[src/rtl/shared_addsub_pkg.sv]
// Shared types for the time-multiplexed add/sub scheduler.
package shared_addsub_pkg;

    typedef enum logic [1:0] {
        ST_IDLE = 2'd0,
        ST_EX1  = 2'd1,
        ST_EX2  = 2'd2,
        ST_DONE = 2'd3
    } state_t;

    localparam logic OP_ADD = 1'b0;
    localparam logic OP_SUB = 1'b1;

endpackage

[src/rtl/shared_addsub_sched_if.sv]
// Request/response bundle between arithmetic clients and the shared add/sub scheduler.
interface shared_addsub_sched_if #(
    parameter int WIDTH = 16,
    parameter int N_REQ = 4,
    parameter int ID_W  = 2
);
    logic [N_REQ-1:0]       req_valid;
    logic [N_REQ-1:0]       req_ready;
    logic [N_REQ-1:0]       req_sub;
    logic [N_REQ-1:0]       req_pair;
    logic [N_REQ*WIDTH-1:0] req_a;
    logic [N_REQ*WIDTH-1:0] req_b;
    logic [N_REQ*WIDTH-1:0] req_c;
    logic [N_REQ*WIDTH-1:0] req_d;
    logic                   rsp_valid;
    logic                   rsp_ready;
    logic [ID_W-1:0]        rsp_id;
    logic [2*WIDTH-1:0]     rsp_data;
    logic                   busy;

    modport master (
        output req_valid, req_sub, req_pair, req_a, req_b, req_c, req_d, rsp_ready,
        input  req_ready, rsp_valid, rsp_id, rsp_data, busy
    );

    modport slave (
        input  req_valid, req_sub, req_pair, req_a, req_b, req_c, req_d, rsp_ready,
        output req_ready, rsp_valid, rsp_id, rsp_data, busy
    );
endinterface

[src/rtl/shared_addsub_rr_pick.sv]
// Combinational round-robin picker: first valid index strictly after i_ptr, wrapping.
module shared_addsub_rr_pick #(
    parameter int N_REQ = 4,
    parameter int ID_W  = 2
) (
    input  logic [N_REQ-1:0] i_valid,
    input  logic [ID_W-1:0]  i_ptr,
    output logic [N_REQ-1:0] o_grant,
    output logic [ID_W-1:0]  o_grant_idx,
    output logic             o_any
);
    logic [ID_W-1:0] w_idx;

    // Scan from farthest to nearest so the closest valid index after i_ptr wins.
    always_comb begin
        o_grant     = '0;
        o_grant_idx = '0;
        o_any       = |i_valid;
        w_idx       = '0;
        for (int k = N_REQ; k >= 1; k--) begin
            w_idx = ID_W'((int'(i_ptr) + k) % N_REQ);
            if (i_valid[w_idx]) o_grant_idx = w_idx;
        end
        if (o_any) o_grant[o_grant_idx] = 1'b1;
    end
endmodule

[src/rtl/shared_addsub_sched.sv]
// One WIDTH-bit add/sub unit shared round-robin between N_REQ requesters; pair ops take two passes.
module shared_addsub_sched #(
    parameter int WIDTH = 16,
    parameter int N_REQ = 4,
    parameter int ID_W  = 2
) (
    input logic               clk,
    input logic               rst,
    shared_addsub_sched_if.slave bus
);
    import shared_addsub_pkg::*;

    state_t             r_state, w_next;
    logic [ID_W-1:0]    r_ptr, r_id;
    logic [WIDTH-1:0]   r_a, r_b, r_c, r_d;
    logic               r_sub, r_pair;
    logic [2*WIDTH-1:0] r_res;

    logic [N_REQ-1:0]   w_grant;
    logic [ID_W-1:0]    w_grant_idx;
    logic               w_any, w_take;
    logic [WIDTH-1:0]   w_opa, w_opb, w_alu;

    shared_addsub_rr_pick #(.N_REQ(N_REQ), .ID_W(ID_W)) u_pick (
        .i_valid     (bus.req_valid),
        .i_ptr       (r_ptr),
        .o_grant     (w_grant),
        .o_grant_idx (w_grant_idx),
        .o_any       (w_any)
    );

    assign w_take = (r_state == ST_IDLE) && w_any;

    // The only adder: operands steered by phase, subtract as a + ~b + 1.
    assign w_opa = (r_state == ST_EX2) ? r_c : r_a;
    assign w_opb = (r_state == ST_EX2) ? r_d : r_b;
    assign w_alu = w_opa + (w_opb ^ {WIDTH{r_sub == OP_SUB}}) + {{(WIDTH-1){1'b0}}, r_sub == OP_SUB};

    always_ff @(posedge clk or posedge rst) begin
        if (rst) r_state <= ST_IDLE;
        else     r_state <= w_next;
    end

    always_comb begin
        w_next = r_state;
        case (r_state)
            ST_IDLE: if (w_any) w_next = ST_EX1;
            ST_EX1:  w_next = r_pair ? ST_EX2 : ST_DONE;
            ST_EX2:  w_next = ST_DONE;
            ST_DONE: if (bus.rsp_ready) w_next = ST_IDLE;
            default: w_next = ST_IDLE;
        endcase
    end

    always_comb begin
        bus.req_ready = w_take ? w_grant : '0;
        bus.rsp_valid = (r_state == ST_DONE);
        bus.busy      = (r_state != ST_IDLE);
    end

    assign bus.rsp_id   = r_id;
    assign bus.rsp_data = r_res;

    always_ff @(posedge clk or posedge rst) begin
        if (rst) begin
            r_ptr  <= ID_W'(N_REQ - 1);
            r_id   <= '0;
            r_a    <= '0;
            r_b    <= '0;
            r_c    <= '0;
            r_d    <= '0;
            r_sub  <= 1'b0;
            r_pair <= 1'b0;
            r_res  <= '0;
        end else begin
            if (w_take) begin
                r_ptr  <= w_grant_idx;
                r_id   <= w_grant_idx;
                r_a    <= bus.req_a[w_grant_idx*WIDTH +: WIDTH];
                r_b    <= bus.req_b[w_grant_idx*WIDTH +: WIDTH];
                r_c    <= bus.req_c[w_grant_idx*WIDTH +: WIDTH];
                r_d    <= bus.req_d[w_grant_idx*WIDTH +: WIDTH];
                r_sub  <= bus.req_sub[w_grant_idx];
                r_pair <= bus.req_pair[w_grant_idx];
            end
            if (r_state == ST_EX1) begin
                if (r_pair) r_res[2*WIDTH-1:WIDTH] <= w_alu;
                else        r_res <= {{WIDTH{1'b0}}, w_alu};
            end
            if (r_state == ST_EX2) r_res[WIDTH-1:0] <= w_alu;
        end
    end
endmodule

[src/flat_wrapper.sv]
// flat-port wrapper written by rule: the top's interface ports become plain ports
module shared_addsub_sched_flat import shared_addsub_pkg::*;
#(
    parameter int WIDTH = 16,
    parameter int N_REQ = 4,
    parameter int ID_W  = 2
)
  (clk, rst, bus_req_valid, bus_req_sub, bus_req_pair, bus_req_a, bus_req_b, bus_req_c, bus_req_d, bus_rsp_ready, bus_req_ready, bus_rsp_valid, bus_rsp_id, bus_rsp_data, bus_busy);
  shared_addsub_sched_if #(.WIDTH(WIDTH), .N_REQ(N_REQ), .ID_W(ID_W)) bus_i ();
  input logic clk;
  input logic rst;
  input wire logic [$bits(bus_i.req_valid)-1:0] bus_req_valid;
  input wire logic [$bits(bus_i.req_sub)-1:0] bus_req_sub;
  input wire logic [$bits(bus_i.req_pair)-1:0] bus_req_pair;
  input wire logic [$bits(bus_i.req_a)-1:0] bus_req_a;
  input wire logic [$bits(bus_i.req_b)-1:0] bus_req_b;
  input wire logic [$bits(bus_i.req_c)-1:0] bus_req_c;
  input wire logic [$bits(bus_i.req_d)-1:0] bus_req_d;
  input wire logic [$bits(bus_i.rsp_ready)-1:0] bus_rsp_ready;
  output wire logic [$bits(bus_i.req_ready)-1:0] bus_req_ready;
  output wire logic [$bits(bus_i.rsp_valid)-1:0] bus_rsp_valid;
  output wire logic [$bits(bus_i.rsp_id)-1:0] bus_rsp_id;
  output wire logic [$bits(bus_i.rsp_data)-1:0] bus_rsp_data;
  output wire logic [$bits(bus_i.busy)-1:0] bus_busy;
  assign bus_i.req_valid = bus_req_valid;
  assign bus_i.req_sub = bus_req_sub;
  assign bus_i.req_pair = bus_req_pair;
  assign bus_i.req_a = bus_req_a;
  assign bus_i.req_b = bus_req_b;
  assign bus_i.req_c = bus_req_c;
  assign bus_i.req_d = bus_req_d;
  assign bus_i.rsp_ready = bus_rsp_ready;
  assign bus_req_ready = bus_i.req_ready;
  assign bus_rsp_valid = bus_i.rsp_valid;
  assign bus_rsp_id = bus_i.rsp_id;
  assign bus_rsp_data = bus_i.rsp_data;
  assign bus_busy = bus_i.busy;
  shared_addsub_sched #(.WIDTH(WIDTH), .N_REQ(N_REQ), .ID_W(ID_W)) u_core (.clk(clk), .rst(rst), .bus(bus_i));
endmodule
[config.mk]
export PLATFORM = sky130hd
export DESIGN_NAME = shared_addsub_sched_flat
export DESIGN_NICKNAME = d
export VERILOG_FILES = /design/src/rtl/shared_addsub_pkg.sv /design/src/rtl/shared_addsub_sched_if.sv /design/src/rtl/shared_addsub_rr_pick.sv /design/src/rtl/shared_addsub_sched.sv /design/src/flat_wrapper.sv
export SDC_FILE = /design/constraint.sdc
export NUM_CORES = 1
export LEC_CHECK = 0
export ABC_CLOCK_PERIOD_IN_PS = 3400
export BUFFER_PORTS_ARGS = -buffer_cell sky130_fd_sc_hd__buf_2
export CORE_ASPECT_RATIO = 0.75
export CORE_MARGIN = 3
export CORE_UTILIZATION = 42
export DETAILED_ROUTE_END_ITERATION = 16
export HOLD_SLACK_MARGIN = 0.12
export PLACE_DENSITY = 0.75
export REMOVE_ABC_BUFFERS = 1
export SYNTH_ARGS = -nofsm -noshare
export SYNTH_HDL_FRONTEND = slang
export SYNTH_SLANG_ARGS = --single-unit
[constraint.sdc]
create_clock -name clk -period 3.4 [get_ports clk]
set_input_delay 0.68 -clock clk [delete_from_list [all_inputs] [get_ports clk]]
set_output_delay 0.68 -clock clk [all_outputs]
set_load 0.02 [all_outputs]
=== After elaboration in Yosys (flattened, before gate mapping) ===
Cells that the tools add are included.

* Register bits: 104
* Logic and storage cells: 72

* $add $sub $neg: 6
* Order comparisons: 6
* Equal/unequal tests: 6
* Shift operators: 4
* Multiplexer cells: 30
* Bitwise gates (word level): 1
* Reduce and logical (&&, ||, !) cells: 8

{| class="wikitable"
|+ Operators by type and width
! operator !! count
|-
| $shiftx A64 B7 Y16 || 4
|-
| $mux W16 || 6
|-
| $add A16 B1 Y16 || 1
|-
| $add A16 B16 Y16 || 1
|-
| $xor A16 B16 Y16 || 1
|-
| $lt A2 B3 Y1 const B || 5
|-
| $bmux W1 S2 || 6
|-
| $mux W2 || 6
|-
| $mux W1 || 8
|-
| $mux W4 || 2
|-
| $pmux W2 S4 || 1
|-
| $add A2 B1 Y2 const B || 2
|-
| $add A2 B2 Y2 const B || 2
|-
| $eq A2 B2 Y1 const B || 2
|-
| $ne A2 B2 Y1 const B || 2
|-
| $reduce_and A2 Y1 || 2
|-
| $reduce_bool A2 Y1 || 2
|-
| $reduce_or A4 Y1 || 1
|-
| $demux W1 S2 || 1
|-
| $eq A2 B1 Y1 const B || 1
|-
| $ge A2 B1 Y1 const B || 1
|-
| $logic_and A1 B1 Y1 || 2
|-
| $logic_not A2 Y1 || 1
|-
| $ne A2 B1 Y1 const B || 1
|}

=== Longest topological paths before layout ===
Gate-level depths: netlist of run 1.

* Depth in word-level cells: 13
* Gate-level depth with buffers: 14
* Mapped depth without buffers: 12

=== Modules after synthesis ===
Synthesis of run 1 repeated with hierarchy kept, for this count alone.

* Cells, all modules: 562
* Area total of the unflattened synthesis: 7071.8 um^2

{| class="wikitable"
|+ Modules (own cells, without submodules)
! module !! times used !! cells each !! area each (um^2) !! seq. area each (um^2)
|-
| shared_addsub_sched || 1 || 529 || 6852.8 || 2605.0
|-
| shared_addsub_rr_pick || 1 || 33 || 219.0 || 0.0
|}

=== Least setup slack after synthesis of run 1 ===
Ideal clock, no wire load.

* Path type: register to register
* Start point: register u_core.r_state[0]
* End point: register u_core.r_res[28] (netlist: u_core.bus.rsp_data[28])
* Library setup time: 134 ps
* Arrival time: 2976 ps
* Setup slack: 290 ps
* Stages on the path, launching flop included: 14
* Buffers on the path: 2
* Period minus slack after synthesis: 3110 ps
* Cells stage by stage: dfrtp_1 -> inv_1 -> ha_1 -> buf_2 -> buf_1 -> mux2i_1 -> xnor2_1 -> ha_1 -> nand2_1 -> o211a_1 -> or2_2 -> o21ai_0 -> xnor2_1 -> o22ai_1

* Longest elaborated chain between the ends: 6
* Elaborated cells on any way between the ends: 8
* Those cells by class: add/sub (2); eq/ne (2); mux (3); bitwise (1)

{| class="wikitable"
|+ RTL lines
! item !! RTL line !! source
|-
| start, declared || shared_addsub_sched.sv:13 || <nowiki>state_t r_state, w_next;</nowiki>
|-
| start signal, assigned || shared_addsub_sched.sv:41 || <nowiki>else r_state <= w_next;</nowiki>
|-
| $eq A2 B2 Y1 || shared_addsub_sched.sv:35, shared_addsub_sched.sv:36 ||
|-
| $mux W16 || shared_addsub_sched.sv:36 || <nowiki>assign w_opb = (r_state == ST_EX2) ? r_d : r_b;</nowiki>
|-
| $xor A16 B16 Y16 || shared_addsub_sched.sv:37 || <nowiki>assign w_alu = w_opa + (w_opb ^ {WIDTH{r_sub == OP_SUB}}) + {{(WIDTH-1){1'b0}}, r_sub == OP_SUB};</nowiki>
|-
| $add A16 B16 Y16 || shared_addsub_sched.sv:37 ||
|-
| $add A16 B1 Y16 || shared_addsub_sched.sv:37 ||
|-
| $mux W16 || shared_addsub_sched.sv:87 || <nowiki>if (r_pair) r_res[2*WIDTH-1:WIDTH] <= w_alu;</nowiki>
|-
| end signal, assigned by index || shared_addsub_sched.sv:87 ||
|-
| end signal, assigned || shared_addsub_sched.sv:88 || <nowiki>else r_res <= {{WIDTH{1'b0}}, w_alu};</nowiki>
|-
| end signal, assigned by index || shared_addsub_sched.sv:90 || <nowiki>if (r_state == ST_EX2) r_res[WIDTH-1:0] <= w_alu;</nowiki>
|-
| end, declared || shared_addsub_sched.sv:17 || <nowiki>logic [2*WIDTH-1:0] r_res;</nowiki>
|}

Several ways; a longest one is shown, not always the timed one.
A chain may end at the register's enable or synchronous reset.

=== Final worst setup path of run 1 ===
Same ends and word-level chain as after synthesis.

==> results of run 1 <==
report_power, final:
part           total (mW)  internal [mW]  switching, mW
clock                1.02          0.565          0.455
combinational        7.02           3.07           3.95
sequential           2.30           1.88          0.428
path summary, 6_finish.rpt:
check | startpoint | endpoint | slack (ns) | cells past startpoint
hold / removal | rst | u_core.bus.rsp_data[0] | 0.42 | 2
setup reg to reg | u_core.r_state[0] | u_core.bus.rsp_data[28] | 0.29 | 11
setup / recovery | u_core.r_state[0] | u_core.bus.rsp_data[28] | 0.29 | 11
hold reg to reg | u_core.bus.rsp_data[6] | u_core.bus.rsp_data[6] | 0.48 | 2
min in group clk | u_core.bus.rsp_data[6] | u_core.bus.rsp_data[6] | 0.48 | 2
max in group asynchronous | rst | u_core.bus.rsp_data[25] | 2.26 | 3
cell type report:
cell class	instances	area [sq um]	share of cell area
Inverter	26	100.1	0.01103
Clock buffer	12	266.5	0.02937
Tap cell	210	262.8	0.02895
Clock inverter	4	35.03	0.003860
Multi-Input combinational cell	508	4081	0.4497
Timing Repair Buffer	327	1724	0.1900
Sequential cell	104	2605	0.2871
Yosys cell counts (all sizes together), types with 2 or more instances:
cell type / instances / area (sq um)
nor2: 81 / 304.0
dfrtp: 102 / 2552
nand2b: 5 / 31.28
a31oi: 2 / 12.51
o21a: 2 / 15.01
a21oi: 23 / 115.1
o211ai: 2 / 15.01
a211oi: 2 / 15.01
a221o: 66 / 660.6
dfstp: 2 / 52.55
a21boi: 2 / 15.02
nor2b: 2 / 12.51
xnor2: 26 / 227.7
ha: 19 / 237.7
xor2: 7 / 61.31
buf: 30 / 197.7
o31ai: 3 / 22.52
o21ai: 31 / 158.9
clkbuf: 22 / 82.58
mux2: 82 / 923.4
nor3: 6 / 30.03
mux2i: 82 / 820.8
and2: 3 / 18.77
nand2: 31 / 116.4
inv: 26 / 97.59
nand4: 2 / 12.51
o22ai: 17 / 106.4
state kept, by name, summed over array words and instances, names as in the netlist:
register and flops:
u_core.r_a 16, u_core.r_d 16, u_core.r_state 2, u_core.r_pair 1, u_core.r_b 16, u_core.r_ptr 2
u_core.r_sub 1, u_core.bus.rsp_data 32, u_core.bus.rsp_id 2, u_core.r_c 16
logic make-up after synthesis:
kind of cell	Yosys count
adders and majority gates	20
muxes	164
DFF	104
xor gates and xnor gates	33
AOI/OAI and AO/OA	156
and+or+nand+nor	135
buffers and inverters	78
critical path, cell delays in order, from the launching register on:
cell                      delay [ns]
sky130_fd_sc_hd__dfrtp_1        0.43
sky130_fd_sc_hd__inv_1          0.16
sky130_fd_sc_hd__ha_4           0.22
sky130_fd_sc_hd__buf_8          0.21
sky130_fd_sc_hd__mux2_2         0.36
sky130_fd_sc_hd__ha_1           0.36
sky130_fd_sc_hd__nand2_1        0.17
sky130_fd_sc_hd__o211a_1        0.27
sky130_fd_sc_hd__or2_2          0.30
sky130_fd_sc_hd__o21ai_0        0.22
sky130_fd_sc_hd__xnor2_1        0.17
sky130_fd_sc_hd__o22ai_1        0.11
per-stage QoR:
stage               total power [mW]  instances  setup TNS [ns]
floorplan                      7.528        638         -198.26
global placement               9.229       1175               0
detailed placement             9.292       1175               0
CTS                            10.36       1191               0
global route                   11.32       1191               0
finish                         10.34       1191               0
repair_timing:
action,in CTS,in global routing
setup endpoints to repair,0,21
gates resized for setup,0,4
hold buffers,0,0
endpoints found under the hold margin,0,0
setup buffers,0,0
per-layer routing:
| layer | share of wire | vias to the layer above | wire [um] | track usage |
|---|---|---|---|---|
| met3 | 0.071 | 9 | 1400 | 0.04153 |
| met5 | 0 | - | 0 | 0 |
| met1 | 0.46 | 2884 | 9184 | 0.3012 |
| li1 | - | 3123 | - | - |
| met2 | 0.46 | 217 | 9071 | 0.3388 |
| met4 | 0.0069 | 0 | 136 | 0.03280 |
==> results by stage, run 1 <==
Layout:
- The count of filler cells inserted in the layout is 1466.
- 0 antenna diodes ended up in the layout.
- From synthesis to final layout, the design area changed by 29.29%.
- The final instance area is 9075 sq um.
- The post-route core utilization is 0.5596.
- In the layout the commonest cells are sky130_fd_sc_hd__buf_2 (310), sky130_fd_sc_hd__dfrtp_1 (102), sky130_fd_sc_hd__mux2i_1 (82).
- The number of nets in the layout is 1267.
- The commonest non-fill, non-tap cell in the layout is sky130_fd_sc_hd__buf_2.
- The fraction of layout cells with a size suffix above 1 is 0.4098.

Power:
- IR analysis of the VDD net gives a maximum drop of 0.6300 mV.
- The cell area power density is 1140 nW/um^2.
- The analysis attributes to cell leakage a power of 4.508 nW.

CTS:
- The cell chosen for the clock root is sky130_fd_sc_hd__clkbuf_16.
- The clock drives 104 sinks.
- The clock passes through at most 2 buffers.
- The worst-skew pair later-pin latency is 0.34 ns.
- The number of CTS-inserted buffers is 9.
- TritonCTS built the clock tree.
- The number of H-tree levels is 3.
- The clock transition at the registers of the reported paths is 0.07 ns.

Synth:
- The compound-gate portion of the synthesized area was 0.1692.
- The fraction of the mapped netlist area in adder cells is 0.03672.
- By area, the combinational part of the netlist is dominated by multiplexers.
- The number of enable flip-flop cells after synthesis is 0.
- The fraction of the mapped netlist area in simple logic gates is 0.07950.
- Yosys printed 0 warnings.
- The post-synthesis share of cell area spent on xor and xnor gates is 0.04118.
- The portion of synthesized area spent on multiplexers is 0.2485.
- The post-synthesis cell type count is 45.
- In this run the cell area of the synthesized design comes to 7019 sq um.
- The number of cells produced by synthesis is 690.
- The flop and latch count out of synthesis is 104.
- The sequential cell area fraction in the yosys report is 0.3711.
- The mean instance size in the synthesized netlist is 10.17 sq um.
- The proportion of synthesized flip-flops having asynchronous set or reset is 1.000.
- The most frequently used flop master after synthesis is sky130_fd_sc_hd__dfrtp_1.

Floorplanning:
- The initial utilization of the core area, before any placement, comes to 0.4329.
- The floorplan step defined a die boundary enclosing 18320 sq um.
- Row generation in the floorplan step produced 40 rows.
- The floorplan core area is 16220 sq um.
- The die is 155.3 um wide.
- 311 I/O pins were placed.
- From bottom edge to top edge, the die measures 118.0 um.

Placed design:
- The placed instances occupy a cell area of 8752 sq um.
- At the end of routability-driven placement, the weighted congestion stood at 0.8695.
- The half-perimeter wire length after placement is 15740 um.
- The worst-case setup slack after placement is 0.1414 ns.
- The count of input and output buffers is 310.

Detailed routing:
- For this run, design rule violations remaining after detail routing come to 0.
- The first detailed-routing pass took 5 iterations.
- The count of routing violations after the opening detailed-route iteration is 255.
- For this block, the routed nets add up to 19790 um of wire.
- In the final routed layout, each cell accounts on average for 16.62 um.
- Once detail routing completed, the nets flagged for antenna violations numbered 0.
- The detailed-route vias per instance is 5.233.
- The count of vias placed by the detailed router is 6233.

Global route:
- Across every metal layer, demand over resource in global routing totals 0.2107.
- The initial antenna violation count is 0.
- Entering global routing, the biggest net connects 74 pins.
- The number of global-route vias before repair is 6253.
- The first global-routing pass estimated 31560 um of wire.
- The total overflow left after global routing is 0.

Critical path:
- The critical path in this run is classified as flop to flop.
- For the worst setup path, the data required time is 3.59 ns.
- STA classifies the critical path startpoint as a flop.
- The worst setup path is captured at a flop.
- STA puts the critical path data arrival time at 3.30 ns.
- The largest fanout on the critical path is 20.

Timing:
- The smallest clock period supported by the final layout is computed as 3.111 ns.
- The worst hold margin is 0.4170 ns.
- The number of failing setup endpoints in the final timing report is 0.
- The relative slew slack is 0.4614.
- The final max-slew violation count is 0.
- Setup repair after global routing left no endpoint under its margin.
- The worst clock skew on the final layout is 0.01025 ns.
- The transition at the pin with the smallest max-transition slack is 0.8079 ns.
- Once routing completed, OpenROAD measured the worst setup slack at 0.2888 ns.
- The count of final hold-check violations came to 0.
- For this run, the top clock speed supported by timing is 321.4 MHz.
- Of the available clock period, the critical path in the final layout requires 0.9151.

Run:
- The tool flagged a number of max-cap violations equal to 0.

Min path:
- The class of the tightest hold or removal check is input port to async pin.

Status:
- The run finished with clean final reports.
(Power assumes the default switching activity.)
==> run 2: changes to the inputs <==
--- a/config.mk
+++ b/config.mk
@@ -7,5 +7,5 @@
 export LEC_CHECK = 0
 export ABC_CLOCK_PERIOD_IN_PS = 3400
-export BUFFER_PORTS_ARGS = -buffer_cell sky130_fd_sc_hd__buf_2
+export BUFFER_PORTS_ARGS = -buffer_cell sky130_fd_sc_hd__buf_4
 export CORE_ASPECT_RATIO = 0.75
 export CORE_MARGIN = 3
==> constraint.sdc (replaced) <==
create_clock -name clk -period 3.4 [get_ports clk]
set_input_delay 0.17 -clock clk [delete_from_list [all_inputs] [get_ports clk]]
set_output_delay 0.17 -clock clk [all_outputs]
set_load 0.02 [all_outputs]
==> run 2 against run 1 <==
Compared with the run above:
- die area unchanged
- sequential share of layout area down 2.2 points
- register-to-register slack worse by 0.12 ns
- sequential power about the same
- hold slack worse by 0.26 ns
- fmax down 3.6%
- cell area up 8.1%
- highest routed layer unchanged
==> results by stage, run 2 (same netlist as run 1, synthesis figures left out) <==
Status:
- The flow ran to the end, and the final reports show no timing, DRC or antenna violations.

Layout:
- The library cell used most frequently in the layout, excluding fill and tap cells, is sky130_fd_sc_hd__buf_4.
- The number of flip-flops under the largest register name is 32 (unchanged).
- The final cell count without fillers is 1192 (+0.084%).
- Leaving out fill and tap cells, the most frequent cells in the layout are sky130_fd_sc_hd__buf_4 (324), sky130_fd_sc_hd__dfrtp_1 (102), sky130_fd_sc_hd__mux2i_1 (82).
- The total inserted antenna cells is 0 (unchanged).
- The fraction of layout cells with a size suffix above 1 is 0.4063 (-0.003472).
- The number of nets in the layout was 1268 (+0.079%).
- From synthesis to final layout, the design area changed by 39.79%.

Global route:
- The number of global-route vias before repair is 6552 (+4.8%).
- The pin count of the biggest net entering global routing is 78 (+5.4%).
- The initial antenna violation count was 0 (unchanged).
- The first-pass GRT wire length is 32300 um (+2.3%).
- The total global routing track utilization came to 0.2141 (+0.003441).
- The total congestion overflow after global routing is 0 (unchanged).

Floorplanning:
- The die outline area came to 18320 sq um (unchanged).
- The die width was 155.3 um (unchanged).
- The floorplan core area is 16220 sq um (unchanged).
- The die extent in y came to 118.0 um (unchanged).
- The effective utilization at floorplan is 0.4329 (unchanged).
- The count of pins on the block boundary is 311 (unchanged).
- The number of rows created at floorplan is 40 (unchanged).

CTS:
- The post-CTS setup buffer count is 0 (unchanged).
- The number of H-tree levels came to 3 (unchanged).
- The number of CTS-inserted buffers is 9 (unchanged).
- The clock tree from TritonCTS is yes.
- The clock sink total is 104 (unchanged).
- The cell chosen for the clock root is sky130_fd_sc_hd__clkbuf_16.
- The worst-skew pair later-pin latency came to 0.35 ns (about the same).
- The maximum number of buffers from clock root to sink is 2 (unchanged).
- The clock transition at the registers of the reported paths was 0.07 ns (about the same).

Critical path:
- The category of the critical setup timing path is flop to flop.
- The worst setup path is captured at a flop.
- Tracing the worst setup path back leads to its startpoint at u_core.r_state[0].
- The data arrival time at the worst-slack endpoint came to 3.42 ns (+0.12 ns).
- The largest fanout on the critical path is 14 (-30%).
- The register-to-register setup slack is 0.17 ns (-0.12 ns).
- The required time of the worst setup path is 3.59 ns (about the same).
- The delay of the slowest critical-path stage is 0.43 ns (about the same).
- The highest-delay cell along the critical path is sky130_fd_sc_hd__dfrtp_1.
- The startpoint of the lowest-slack register-to-register path is u_core.r_state[0].
- The end of the worst register-to-register path is u_core.bus.rsp_data[28].
- The worst setup path is launched from a flop.
- The cell class contributing the biggest share of worst-path delay is compound AO/OA/AOI/OAI gates.
- The buffer and inverter count on the worst path is 2 (unchanged).
- The count of cells along the worst register-to-register path was 11 (unchanged).
- The critical path goes through inv_1 -> ha_4 -> buf_6 -> mux2_2 -> ha_1 -> nand2_1 -> o211a_1 -> or2_2 -> o21ai_0 -> xnor2_1 -> o22ai_1.

Timing:
- The worst hold margin is 0.1592 ns (-0.2578 ns).
- The minimum clock period after layout is 3.227 ns (+0.1154 ns).
- The worst-case setup margin in the final layout is 0.1734 ns (-0.1154 ns).
- The transition at the pin with the smallest max-transition slack came to 0.9110 ns (+0.1031 ns).
- The fmax is 309.9 MHz (-3.6%).
- The final max-slew violation count is 0 (unchanged).
- The number of failing setup endpoints in the final timing report was 0 (unchanged).
- The final period utilization came to 0.9490 (+0.03395).
- The summed negative setup slack over all endpoints is 0 ns (unchanged).
- The relative slew slack is 0.3927 (-0.06873).
- The worst clock skew on the final layout came to 0.009160 ns (-0.001090 ns).
- The count of final hold-check violations is 0 (unchanged).

Detailed routing:
- The remaining routing DRC violations is 0 (unchanged).
- The count of routing violations after the opening detailed-route iteration came to 288 (+13%).
- The total wirelength of the detailed-routed design is 20200 um (+2.1%).
- The count of vias placed by the detailed router is 6267 (+0.55%).
- The number of routed nets with antenna violations is 0 (unchanged).
- The routed wire length per instance was 16.95 um (+2.0%).
- The first-pass iteration count of the detailed router is 4 (-1).
- The detailed-route vias per instance is 5.258 (+0.46%).

Run:
- The number of max-cap violations was 0 (unchanged).

Power:
- The peak supply drop came to 0.5511 mV (-13%).
- The cell area power density is 1069 nW/um^2 (-6.3%).
- The total power consumption of the routed design was 10.48 mW (+1.4%).
- The leakage component of the power is 4.732 nW (+5.0%).

Min path:
- For hold timing, the worst endpoint is u_core.r_c[0].
- The depth of the worst hold-timing path is 3.
- The startpoint identified for the worst hold timing path is bus_req_c[0].
- The class of the tightest hold or removal check is input port to flop.

Placed design:
- The half-perimeter wire length after placement came to 16090 um (+2.2%).
- The worst-case setup slack after placement is 0.009124 ns (-0.1323 ns).
- The count of input and output buffers came to 310 (unchanged).
- The number of placed instances with taps included was 1175 (unchanged).
- The final weighted congestion in routability-driven placement is 0.8521 (-2.0%).
## run 2: through the flow
step | util | area, sq um
floorplan | - | 6739
global placement | 0.5868 | 9515
detailed placement | 0.5868 | 9515
CTS | 0.6042 | 9798
global route | 0.6051 | 9812
finish | 0.6051 | 9812
## run 2: per-layer routing
metal  track usage  vias to the layer above  wire [um]
met5             0                        -          0
met4       0.03499                        0        162
met3       0.04741                       12       1432
met2        0.3420                      214       9259
met1        0.3040                     2920       9347
li1              -                     3121          -
## run 2: power by group
group | total [mW] | internal (mW) | switching, mW
logic | 7.22 | 3.25 | 3.97
clock network | 0.957 | 0.502 | 0.455
registers | 2.31 | 1.88 | 0.432
## run 2: worst max path at each step
stage                         endpoint  slack, ns  cells after the start
2_1_floorplan           u_core.r_a[10]      -2.52                      5
3_3_place_gp   u_core.bus.rsp_data[27]       0.17                     11
3_5_place_dp   u_core.bus.rsp_data[24]      0.009                     11
4_1_cts        u_core.bus.rsp_data[28]      0.009                     11
5_1_grt        u_core.bus.rsp_data[28]     -0.004                     12
6_report       u_core.bus.rsp_data[28]       0.17                     11
## run 2: area by class of cell
cell class	instances	area, sq um
clock inverters	4	32.53
flip-flops and latches	104	2605
multi-input cells	508	4081
clock buffers	12	236.5
inverters	26	100.1
repair buffers	328	2494
fillers	1443	6404
well taps	210	262.8
## run 2: worst min-delay path, delay by kind of cell
family	cells	cell delay [ns]
buffers and inverters	1	0.07
muxes	1	0.11
AOI/OAI and AO/OA	1	0.12
## run 2: what timing repair did
action	in CTS	in global routing
hold buffers	1	0
endpoints found under the hold margin	69	0
endpoints found under the setup margin	1	18
pin swaps	0	1
resized for setup	1	2
